==> src/rtl/rotate_arbiter.sv <==
// Two-requester arbiter in front of a shared external rotator: grants one
// request, registers its operands, captures the result and holds it until accepted.
module rotate_arbiter #(
  parameter int unsigned FIXED_PRIO = 0
) (
  input  logic        clk,
  input  logic        reset,
  input  logic [1:0]  req_valid,
  output logic [1:0]  req_ready,
  input  logic [31:0] req_a0,
  input  logic [31:0] req_a1,
  input  logic [4:0]  req_amt0,
  input  logic [4:0]  req_amt1,
  input  logic        req_dir0,
  input  logic        req_dir1,
  output logic [31:0] rot_a,
  output logic [4:0]  rot_amt,
  output logic        rot_dir,
  input  logic [31:0] rot_y,
  output logic [1:0]  rsp_valid,
  output logic [31:0] rsp_y,
  input  logic [1:0]  rsp_ready,
  output logic        busy
);

  localparam logic [1:0] S_IDLE = 2'b00;
  localparam logic [1:0] S_EXEC = 2'b01;
  localparam logic [1:0] S_RESP = 2'b10;

  logic [1:0]  state_q, state_d;
  logic [31:0] rot_a_q, rot_a_d;
  logic [4:0]  rot_amt_q, rot_amt_d;
  logic        rot_dir_q, rot_dir_d;
  logic [31:0] rsp_y_q, rsp_y_d;
  logic        gnt_id_q, gnt_id_d;
  logic        last_grant_q, last_grant_d;

  logic [1:0]  grant;
  logic        handshake;
  logic        rsp_done;

  // Grant is only ever non-zero in IDLE, so req_ready doubles as the handshake.
  always_comb begin
    grant = '0;
    if (state_q == S_IDLE) begin
      if (FIXED_PRIO != 0) begin
        if (req_valid[0]) begin
          grant = 2'b01;
        end else if (req_valid[1]) begin
          grant = 2'b10;
        end
      end else begin
        case (req_valid)
          2'b01:   grant = 2'b01;
          2'b10:   grant = 2'b10;
          2'b11:   grant = last_grant_q ? 2'b01 : 2'b10;
          default: grant = '0;
        endcase
      end
    end
  end

  assign handshake = |grant;
  assign rsp_done  = rsp_ready[gnt_id_q];

  always_comb begin
    state_d      = state_q;
    rot_a_d      = rot_a_q;
    rot_amt_d    = rot_amt_q;
    rot_dir_d    = rot_dir_q;
    rsp_y_d      = rsp_y_q;
    gnt_id_d     = gnt_id_q;
    last_grant_d = last_grant_q;
    case (state_q)
      S_IDLE: begin
        if (handshake) begin
          gnt_id_d     = grant[1];
          last_grant_d = grant[1];
          rot_a_d      = grant[1] ? req_a1   : req_a0;
          rot_amt_d    = grant[1] ? req_amt1 : req_amt0;
          rot_dir_d    = grant[1] ? req_dir1 : req_dir0;
          state_d      = S_EXEC;
        end
      end
      S_EXEC: begin
        rsp_y_d = rot_y;
        state_d = S_RESP;
      end
      S_RESP: begin
        if (rsp_done) begin
          state_d = S_IDLE;
        end
      end
      default: state_d = S_IDLE;
    endcase
  end

  always_ff @(posedge clk) begin
    if (reset) begin
      state_q      <= S_IDLE;
      rot_a_q      <= '0;
      rot_amt_q    <= '0;
      rot_dir_q    <= 1'b0;
      rsp_y_q      <= '0;
      gnt_id_q     <= 1'b0;
      last_grant_q <= 1'b1;
    end else begin
      state_q      <= state_d;
      rot_a_q      <= rot_a_d;
      rot_amt_q    <= rot_amt_d;
      rot_dir_q    <= rot_dir_d;
      rsp_y_q      <= rsp_y_d;
      gnt_id_q     <= gnt_id_d;
      last_grant_q <= last_grant_d;
    end
  end

  assign req_ready = grant;
  assign rsp_valid = (state_q == S_RESP) ? (gnt_id_q ? 2'b10 : 2'b01) : 2'b00;
  assign busy      = (state_q != S_IDLE);
  assign rot_a     = rot_a_q;
  assign rot_amt   = rot_amt_q;
  assign rot_dir   = rot_dir_q;
  assign rsp_y     = rsp_y_q;

endmodule

==> config.mk <==
export PLATFORM = sky130hd
export DESIGN_NAME = rotate_arbiter
export DESIGN_NICKNAME = d
export VERILOG_FILES = /design/src/rtl/rotate_arbiter.sv
export SDC_FILE = /design/constraint.sdc
export NUM_CORES = 1
export LEC_CHECK = 0
export CAP_MARGIN = 20
export CELL_PAD_IN_SITES_DETAIL_PLACEMENT = 0
export CELL_PAD_IN_SITES_GLOBAL_PLACEMENT = 2
export CORE_AREA = 2 2 105 158
export CTS_CLUSTER_SIZE = 8
export DETAILED_ROUTE_END_ITERATION = 8
export DIE_AREA = 0 0 107 160
export MAX_ROUTING_LAYER = met4
export PLACE_DENSITY = 0.91
export SETUP_SLACK_MARGIN = 0.5
export SLEW_MARGIN = 10
export SYNTH_ARGS = -nofsm -noshare
export SYNTH_HDL_FRONTEND = slang
export SYNTH_SLANG_ARGS = --single-unit
==> constraint.sdc <==
create_clock -name clk -period 2.9 [get_ports clk]
set_input_delay 0.58 -clock clk [delete_from_list [all_inputs] [get_ports clk]]
set_output_delay 0.58 -clock clk [all_outputs]
set_load 0.02 [all_outputs]
Word level (Yosys, flattened, before mapping)
Index checks and enable logic that the tools add are counted.
{"block": "word_totals", "register_bits": 74, "in_bits": 114, "out_inout_bits": 75, "elab_cells": 33}
{"block": "op_classes", "magnitude_cmp": 1, "eq_ne": 7, "n_mux": 13, "reduce_logical": 5}
{"cell": "$mux 32", "n": 1}
{"cell": "$mux 2", "n": 6}
{"cell": "$pmux 2 s3", "n": 2}
{"cell": "$eq 2x2->1 const B", "n": 3}
{"cell": "$mux 5", "n": 1}
{"cell": "$eq 2x1->1 const B", "n": 2}
{"cell": "$ne 2x2->1 const B", "n": 2}
{"cell": "$reduce_and 2->1", "n": 2}
{"cell": "$mux 1", "n": 3}
{"cell": "$logic_not 2->1", "n": 1}
{"cell": "$lt 1x2->1 const B", "n": 1}
{"cell": "$reduce_bool 2->1", "n": 1}
{"cell": "$reduce_or 2->1", "n": 1}

Longest topological paths before layout
Gate-level depths: netlist of run 1.
{"block": "depth", "ltp_word": 6, "depth_mapped": 6, "mapped_depth_nobuf": 4}

Worst setup path after synthesis of run 1
OpenSTA, ideal clock, no wires.
{"block": "synth_timing", "path_type": "input port to output port", "startpoint": "in req_valid[0]", "endpoint": "out req_ready[1]", "arrival_time_ns": 1.226, "path_slack_ns": 1.094, "path_stages": 4, "path_buffers": 1, "path_cell_list": "nand2_1 > clkbuf_1 > nand3_1 > inv_1"}
{"block": "synth_between", "elab_chain_len": 3, "word_cells_on_any_way": 5}
{"element": "start: declaration", "line": "8", "source": "input logic [1:0] req_valid,"}
{"element": "$eq 2x2->1 or $eq 2x1->1 (tied branches)", "line": "53", "source": "case (req_valid)"}
{"element": "$pmux 2 s3 *", "line": "53"}
{"element": "$mux 2 *", "line": "45", "source": "if (state_q == S_IDLE) begin"}
{"element": "end: declaration", "line": "9", "source": "output logic [1:0] req_ready,"}
Every way passes the cells marked *; elsewhere a longest branch is shown, timed or not.

Final worst setup path of run 1
{"block": "layout_timing", "startpoint": "reg state_q[1]", "endpoint": "out rsp_valid[0]"}
{"block": "layout_between", "elab_chain_len": 2}
{"element": "start: declaration", "line": "30", "source": "logic [1:0] state_q, state_d;"}
{"element": "start signal: assignment", "line": "108", "source": "state_q <= state_d;"}
{"element": "$eq 2x2->1", "line": "119", "source": "assign rsp_valid = (state_q == S_RESP) ? (gnt_id_q ? 2'b10 : 2'b01) : 2'b00;"}
{"element": "$mux 2", "line": "119"}
{"element": "end: declaration", "line": "20", "source": "output logic [1:0] rsp_valid,"}
Every way passes these cells.

==> run_results.csv, run 1 <==
group,metric,value,unit
cells_and_area,antennaDiodeCount,0,
run,max-cap-violations,0,
timing,slew_headroom,46.0,%
floorplanning,effective_utilization_at_floorplan,20.4,%
critical_path,critPathSlowestCell,"sky130_fd_sc_hd__clkdlybuf4s50_1",
synthesis,synth-warning-count,0,
power_and_ir_drop,power.ir.vdd_worst,0.242,mV
critical_path,start_kind,"register",
clock_tree,clock_path_buffers,2,
global_route,grt_start_max_net_pins,40,
floorplanning,placement_rows,57,
global_route,track_usage,14.5,%
critical_path,crit-reg2reg-capture,"rot_amt[3]",
cells_and_area,seqCellArea,1480,um2
critical_path,timing.critical_path.max_delay_family,"buffers and inverters",
detailed_routing,drt_pre_antenna_iters,4,
power_and_ir_drop,power_per_cell_area,582,nW/um2
status,status,"complete, no violations",
critical_path,cp_cell_sequence,"nor3b_1 -> clkdlybuf4s50_1",
critical_path,critical-path-max-stage-delay,660,ps
critical_path,timing.reg2reg.worst_path_depth,5,
synthesis,yosys.area_share.xor_xnor,0,%
power_and_ir_drop,leakage,1.90,nW
placed_design,numPortBuffers,188,
synthesis,share_of_synthesized_area_spent_on_multiplexers,0.309,%
synthesis,synthCells,395,
critical_path,crit_path_end,"rsp_valid[0]",
global_route,antenna_found_initial,0,
clock_tree,number_of_clock_sinks,74,
cells_and_area,layout-drive-gt1-share,6.41,%
critical_path,worst-path-stages,2,
synthesis,combinational_family_with_the_most_area_after_synthesis,"compound AO/OA/AOI/OAI gates",
timing,setup_total_negative_slack,0,ps
critical_path,worst_setup_path_startpoint,"state_q[1]",
clock_tree,tritoncts,"done",
critical_path,critical_path.reg2reg.startpoint,"state_q[0]",
clock_tree,cts_hold_repair.buffers,0,
detailed_routing,detail-route-antenna-nets,0,
floorplanning,die_w,107,um
global_route,wire_length_of_the_first_global_routing_pass,19.2,mm
synthesis,ys_types,27,
critical_path,critical_path.max_fanout,7,
synthesis,yosys.area_share.adder,0,%
critical_path,setup.reg_to_reg.worst_slack,1240,ps
detailed_routing,post-route-drc-count,0,
synthesis,ys_ff_latch,74,
timing,maxSlewViolCount,0,
clock_tree,clk_pin_slew,60,ps
cells_and_area,postLayoutCoreUtil,34.7,%
power_and_ir_drop,p_total,0.00322,W
floorplanning,io_pins,189,
detailed_routing,vias_after_detailed_routing,3736,
synthesis,synth.cell_area,3240,um2
floorplanning,die_area,17100,um2
cells_and_area,final_nets,671,
timing,min_period_over_period,78.9,%
detailed_routing,drt_iter0_drc,188,
timing,setup_viol,0,
critical_path,endpoint_kind,"primary output",
critical_path,timing.critical_path.buf_inv,1,
placed_design,globalplace.congestion,0.747,
clock_tree,cts-buffers-inserted,9,
synthesis,yosys.area_share.simple,17.5,%
cells_and_area,multi_input_comb_area,1500,um2
critical_path,cp_data_arrival_time,1710,ps
floorplanning,core_region_area,15900,um2
detailed_routing,wl,12.3,mm
timing,max_freq,437,MHz
cells_and_area,area_growth_syn_to_layout,70.6,%
timing,period_minus_slack,2290,ps
worst_hold_path,worstHoldPathType,"reg -> reg",
placed_design,dpl.hpwl,8.61,mm
cells_and_area,nFillCells,1664,
global_route,first_global_vias,3741,
clock_tree,clk_latency,340,ps
synthesis,synthesized_area_fraction_occupied_by_ao_oa_aoi_and_oai_cells,28.2,%
synthesis,ys_seq_area_share,45.7,%
synthesis,synth.net_count,509,
global_route,gr-total-overflow,0,
detailed_routing,post_drt_wl_per_cell,16.0,um
clock_tree,cts_htree_levels,3,
timing,rsz0062_at_grt,"no",
timing,fin_worst_skew,10.3,ps
clock_tree,root_buffer,"sky130_fd_sc_hd__clkbuf_16",
critical_path,timing_worst_setup_path_type,"reg -> out",
timing,hold_viol_final,0,
synthesis,postSynthAreaPerCell,8.20,um2
critical_path,timing.critical_path.required,2320,ps
floorplanning,floorplan.die.height,160,um
detailed_routing,vias_per_cell,4.86,
timing,tightestPinTransition,810,ps
[kinds of logic after synthesis]
logic type	Yosys count
AOI/OAI and AO/OA	152
buffers and inverters	53
DFF	74
muxes	1
and+or+nand+nor	115
[sequential cells by signal, summed over array words and instances (netlist names)]
| name | cells |
|---|---|
| rot_dir | 1 |
| gnt_id_q | 1 |
| rot_a | 32 |
| rot_amt | 5 |
| last_grant_q | 1 |
| rsp_y | 32 |
| state_q | 2 |
[layer usage]
layer / vias to the layer above / share of wire (%) / GRT usage [%]
met5: - / 0 / -
met4: 0 / 0.80 / 4.19
met3: 7 / 6.2 / 2.94
met2: 182 / 50 / 24.8
met1: 1759 / 43 / 17.2
li1: 1788 / - / -
[report_power, final]
part	total [W]	internal (W)	switching, W	leakage (nW)
Combinational	0.000892	0.000425	0.000468	1.14
Sequential	0.00118	0.00112	0.0000610	0.610
Clock	0.00114	0.000691	0.000453	0.149
[placed cells by master (no fill, tap or decap), types with 2 or more instances in the layout]
cell type and instances:
sky130_fd_sc_hd__a21oi_1 72, sky130_fd_sc_hd__a311oi_1 38, sky130_fd_sc_hd__buf_2 2, sky130_fd_sc_hd__buf_4 10, sky130_fd_sc_hd__clkbuf_16 9, sky130_fd_sc_hd__clkdlybuf4s50_1 183, sky130_fd_sc_hd__clkinv_2 2, sky130_fd_sc_hd__dfxtp_1 74
sky130_fd_sc_hd__inv_1 4, sky130_fd_sc_hd__nand2_1 65, sky130_fd_sc_hd__nand2b_1 2, sky130_fd_sc_hd__nand3b_1 2, sky130_fd_sc_hd__nand4_1 38, sky130_fd_sc_hd__nor3b_1 2, sky130_fd_sc_hd__o21ai_0 34, sky130_fd_sc_hd__o21ai_1 5
[worst register-to-register path: stages (launching register included)]
cell and delay (ps):
sky130_fd_sc_hd__dfxtp_1 380, sky130_fd_sc_hd__nor2_4 200, sky130_fd_sc_hd__buf_4 210, sky130_fd_sc_hd__buf_4 330, sky130_fd_sc_hd__nand4_1 150, sky130_fd_sc_hd__a311oi_1 300
[cell usage after synthesis (all sizes together)]
| cell | n | share of area [%] |
|---|---|---|
| a211o | 1 | 0.27 |
| nand4 | 38 | 7.3 |
| o21ai | 39 | 6.0 |
| nand2b | 2 | 0.39 |
| nand3 | 1 | 0.15 |
| a31o | 1 | 0.27 |
| a311oi | 38 | 10 |
| nor2 | 1 | 0.35 |
| or2 | 1 | 0.19 |
| and3 | 1 | 0.19 |
| mux2i | 1 | 0.31 |
| nor3b | 2 | 0.46 |
| nand2 | 65 | 7.5 |
| a21oi | 73 | 11 |
| dfxtp | 74 | 46 |
| inv | 5 | 0.58 |
| nor2b | 2 | 0.39 |
| clkbuf | 18 | 2.1 |
| nand3b | 2 | 0.46 |
| buf | 30 | 5.6 |
[worst min-delay path by stage]
stage	start	end	slack, ps	cells past startpoint
after floorplan	last_grant_q	last_grant_q	490	2
after global placement	rsp_y[15]	rsp_y[15]	440	2
after detailed placement	rsp_y[11]	rsp_y[11]	450	2
after CTS	rsp_y[11]	rsp_y[11]	460	2
after global routing	rsp_y[20]	rsp_y[20]	480	2
final	rsp_y[3]	rsp_y[3]	460	2
[stage by stage]
stage | hold WS [ps] | worst slack [ps] | area [um2] | std cells
5_1_grt | 478 | 523 | 5530 | 768
2_1_floorplan | 490 | 1090 | 3240 | 395
3_3_place_gp | 443 | 315 | 5220 | 751
4_1_cts | 456 | 534 | 5520 | 767
6_report | 456 | 612 | 5530 | 768
3_5_place_dp | 448 | 275 | 5220 | 751
[area by class of cell]
cell class / count / area share (%)
Clock buffer: 10 / 4.33
Clock inverter: 6 / 1.18
Inverter: 5 / 0.340
Multi-Input combinational cell: 268 / 27.2
Sequential cell: 74 / 26.8
Tap cell: 206 / 4.66
Timing Repair Buffer: 199 / 35.5
[what timing repair did]
action,CTS,global route
endpoints found under the setup margin,2,3
gates resized for setup,2,3
buffers inserted,0,1
gates cloned,0,0
pin swaps,0,1
(Power assumes the default switching activity.)
==> inputs of run 2 (changes only) <==
Settings changed: CORE_AREA 2 2 105 158 to 2 2 113 170, DIE_AREA 0 0 107 160 to 0 0 115 172, PLACE_DENSITY 0.91 to 0.84.
Clock period 2.9 ns to 2.1 ns, I/O delays scaled along.
==> run 2 against run 1 <==
- final cell count is 2.7% higher
- clock power is 46% higher
- non-clock buffer count is 7 higher
- sequential share of layout area is 0.17 points lower
- core utilization is 4.2 points lower
- critical path type unchanged
- largest cell class unchanged
- largest power group is now clock
==> run_results.csv, run 2 (synthesis results as in run 1) <==
group,metric,value,unit
cells_and_area,final_cell_mix,"sky130_fd_sc_hd__clkdlybuf4s50_1, sky130_fd_sc_hd__a21oi_1, sky130_fd_sc_hd__dlygate4sd2_1, sky130_fd_sc_hd__dfxtp_1, sky130_fd_sc_hd__nand2_1",
timing,slew_headroom,71.2,%
timing,tightestPinTransition,432,ps
clock_tree,tritoncts,"done",
critical_path,critical_path.max_fanout,5,
detailed_routing,drt_pre_antenna_iters,4,
critical_path,critical-path-max-stage-delay,370,ps
power_and_ir_drop,share_seq_of_total_power,36.3,%
critical_path,timing.critical_path.buf_inv,1,
status,status,"complete, no violations",
cells_and_area,layout-drive-gt1-share,9.51,%
global_route,track_usage,12.9,%
power_and_ir_drop,comb_power_share,26.6,%
timing,setup_viol,0,
timing,hold_viol_final,0,
power_and_ir_drop,power_per_cell_area,802,nW/um2
power_and_ir_drop,power.share.clock,37.2,%
floorplanning,io_pins,189,
clock_tree,root_buffer,"sky130_fd_sc_hd__clkbuf_16",
power_and_ir_drop,switching_power_as_a_share_of_total_power,29.9,%
cells_and_area,final_cell_count_no_fill,789,
cells_and_area,final_nets,678,
placed_design,numPortBuffers,188,
detailed_routing,post-route-drc-count,0,
worst_hold_path,worstHoldPathType,"reg -> reg",
critical_path,endpoint_kind,"primary output",
floorplanning,core_region_area,18300,um2
detailed_routing,wl,12.7,mm
timing,maxSlewViolCount,0,
placed_design,dpl.hpwl,8.78,mm
global_route,antenna_found_initial,0,
placed_design,place_inst,770,
cells_and_area,layout.cells.most_common,"sky130_fd_sc_hd__clkdlybuf4s50_1",
critical_path,critical_path.reg2reg.startpoint,"state_q[0]",
timing,min_period_over_period,77.3,%
timing,max_freq,616,MHz
power_and_ir_drop,switchingPower,0.00134,W
run,max-cap-violations,0,
timing,fin_worst_skew,6.80,ps
worst_hold_path,whs_endpoint,"rsp_y[22]",
critical_path,setup.reg_to_reg.worst_slack,610,ps
critical_path,crit-reg2reg-capture,"rot_a[30]",
critical_path,critPathSlowestCell,"sky130_fd_sc_hd__dfxtp_4",
detailed_routing,vias_after_detailed_routing,3781,
clock_tree,clk_pin_slew,60,ps
clock_tree,clk_latency,330,ps
detailed_routing,detail-route-antenna-nets,0,
worst_hold_path,timing.hold.worst.start,"rsp_y[22]",
floorplanning,die_w,115,um
global_route,first_global_vias,3782,
floorplanning,placement_rows,61,
floorplanning,floorplan.die.height,172,um
power_and_ir_drop,power.ir.vdd_worst,0.331,mV
clock_tree,cts-buffers-inserted,9,
critical_path,timing.critical_path.max_delay_family,"simple AND/OR/NAND/NOR gates",
critical_path,timing_worst_setup_path_type,"reg -> out",
critical_path,cp_cell_sequence,"nor2_4 -> and3_4 -> buf_6",
power_and_ir_drop,power.internal,0.00314,W
timing,rsz0062_at_grt,"yes",
placed_design,globalplace.congestion,0.731,
cells_and_area,area_growth_syn_to_layout,72.7,%
critical_path,timing.critical_path.required,1680,ps
clock_tree,cts_htree_levels,3,
clock_tree,number_of_clock_sinks,74,
global_route,gr-total-overflow,0,
floorplanning,die_area,19800,um2
detailed_routing,vias_per_cell,4.79,
detailed_routing,post_drt_wl_per_cell,16.1,um
critical_path,timing.reg2reg.worst_path_depth,5,
critical_path,start_kind,"register",
global_route,grt_start_max_net_pins,75,
timing,period_minus_slack,1620,ps
cells_and_area,nFillCells,1981,
timing,setup_total_negative_slack,0,ps
worst_hold_path,holdPathStages,2,
detailed_routing,drt_iter0_drc,213,
critical_path,cp_data_arrival_time,1200,ps
global_route,wire_length_of_the_first_global_routing_pass,19.3,mm
floorplanning,effective_utilization_at_floorplan,17.7,%
power_and_ir_drop,leakage,2.21,nW
clock_tree,clock_path_buffers,2,
## run 2: changes by cell type in the layout (fill, tap and decap cells not counted), moves of 2 or more
cell,before,now
sky130_fd_sc_hd__buf_12,1,4
sky130_fd_sc_hd__buf_4,10,14
sky130_fd_sc_hd__buf_6,0,3
sky130_fd_sc_hd__clkdlybuf4s50_1,183,110
sky130_fd_sc_hd__dfxtp_1,74,71
sky130_fd_sc_hd__dfxtp_4,0,2
sky130_fd_sc_hd__dlygate4sd2_1,1,71
sky130_fd_sc_hd__nor3b_1,2,0
sky130_fd_sc_hd__nor3b_2,0,2
## run 2: repair_timing
item,in CTS,in global routing
setup buffers,2,1
resized for setup,101,8
gates cloned,0,0
hold buffers,0,0
pin swaps,2,1
endpoints found under the setup margin,108,23
## run 2: cell type report
class,instances,area [um2],share of cell area (%)
multi-input combinational,268,1520,27.2
antenna,1,2.50,0.0447
clock buffer,10,239,4.27
inverter,5,18.8,0.336
sequential,74,1490,26.6
tap,220,275,4.92
timing repair buffer,206,1970,35.2
clock inverter,5,78.8,1.41
## run 2: worst max path at each step
stage | startpoint | cells after the start | slack (ps) | end
3_3_place_gp | req_valid[0] | 5 | -30 | req_ready[1]
6_report | state_q[0] | 3 | 480 | req_ready[0]
4_1_cts | state_q[1] | 2 | 360 | rsp_valid[0]
5_1_grt | state_q[1] | 2 | 420 | rsp_valid[0]
3_5_place_dp | req_valid[0] | 5 | -30 | req_ready[1]
2_1_floorplan | state_q[1] | 5 | 570 | req_ready[1]
## run 2: worst register-to-register path, cell delays in order (launching register included)
cell and delay [ps]:
sky130_fd_sc_hd__dfxtp_4 370, sky130_fd_sc_hd__nor2_4 180, sky130_fd_sc_hd__buf_4 150, sky130_fd_sc_hd__buf_6 250, sky130_fd_sc_hd__nand4_1 160, sky130_fd_sc_hd__a311oi_1 290
## run 2: stage by stage
stage          hold WS, ps  setup slack (ps)  cell area [um2]  utilization, %  power (W)
5_1_grt                469               417             5590            30.5    0.00471
4_1_cts                452               355             5560            30.4    0.00456
3_3_place_gp           443             -26.9             5310            29.0    0.00292
6_report               448               478             5590            30.5    0.00448
2_1_floorplan          490               574             3240               -    0.00229
3_5_place_dp           446             -27.8             5310            29.0    0.00294
## run 2: per-layer routing
layer | part of all wire [%] | track usage [%] | wire length (um)
met5 | 0 | - | 0
met4 | 1.8 | 5.45 | 229
met3 | 6.4 | 2.70 | 815
met2 | 49 | 21.6 | 6210
met1 | 43 | 14.8 | 5440
## run 2: power by group through the flow
| stage | registers [W] | clock network, W | logic, W |
|---|---|---|---|
| floorplan | 0.00181 | 0 | 0.000477 |
| global placement | 0.00166 | 0 | 0.00126 |
| detailed placement | 0.00166 | 0 | 0.00128 |
| CTS | 0.00163 | 0.00173 | 0.00120 |
| global route | 0.00165 | 0.00178 | 0.00129 |
| finish | 0.00163 | 0.00167 | 0.00119 |
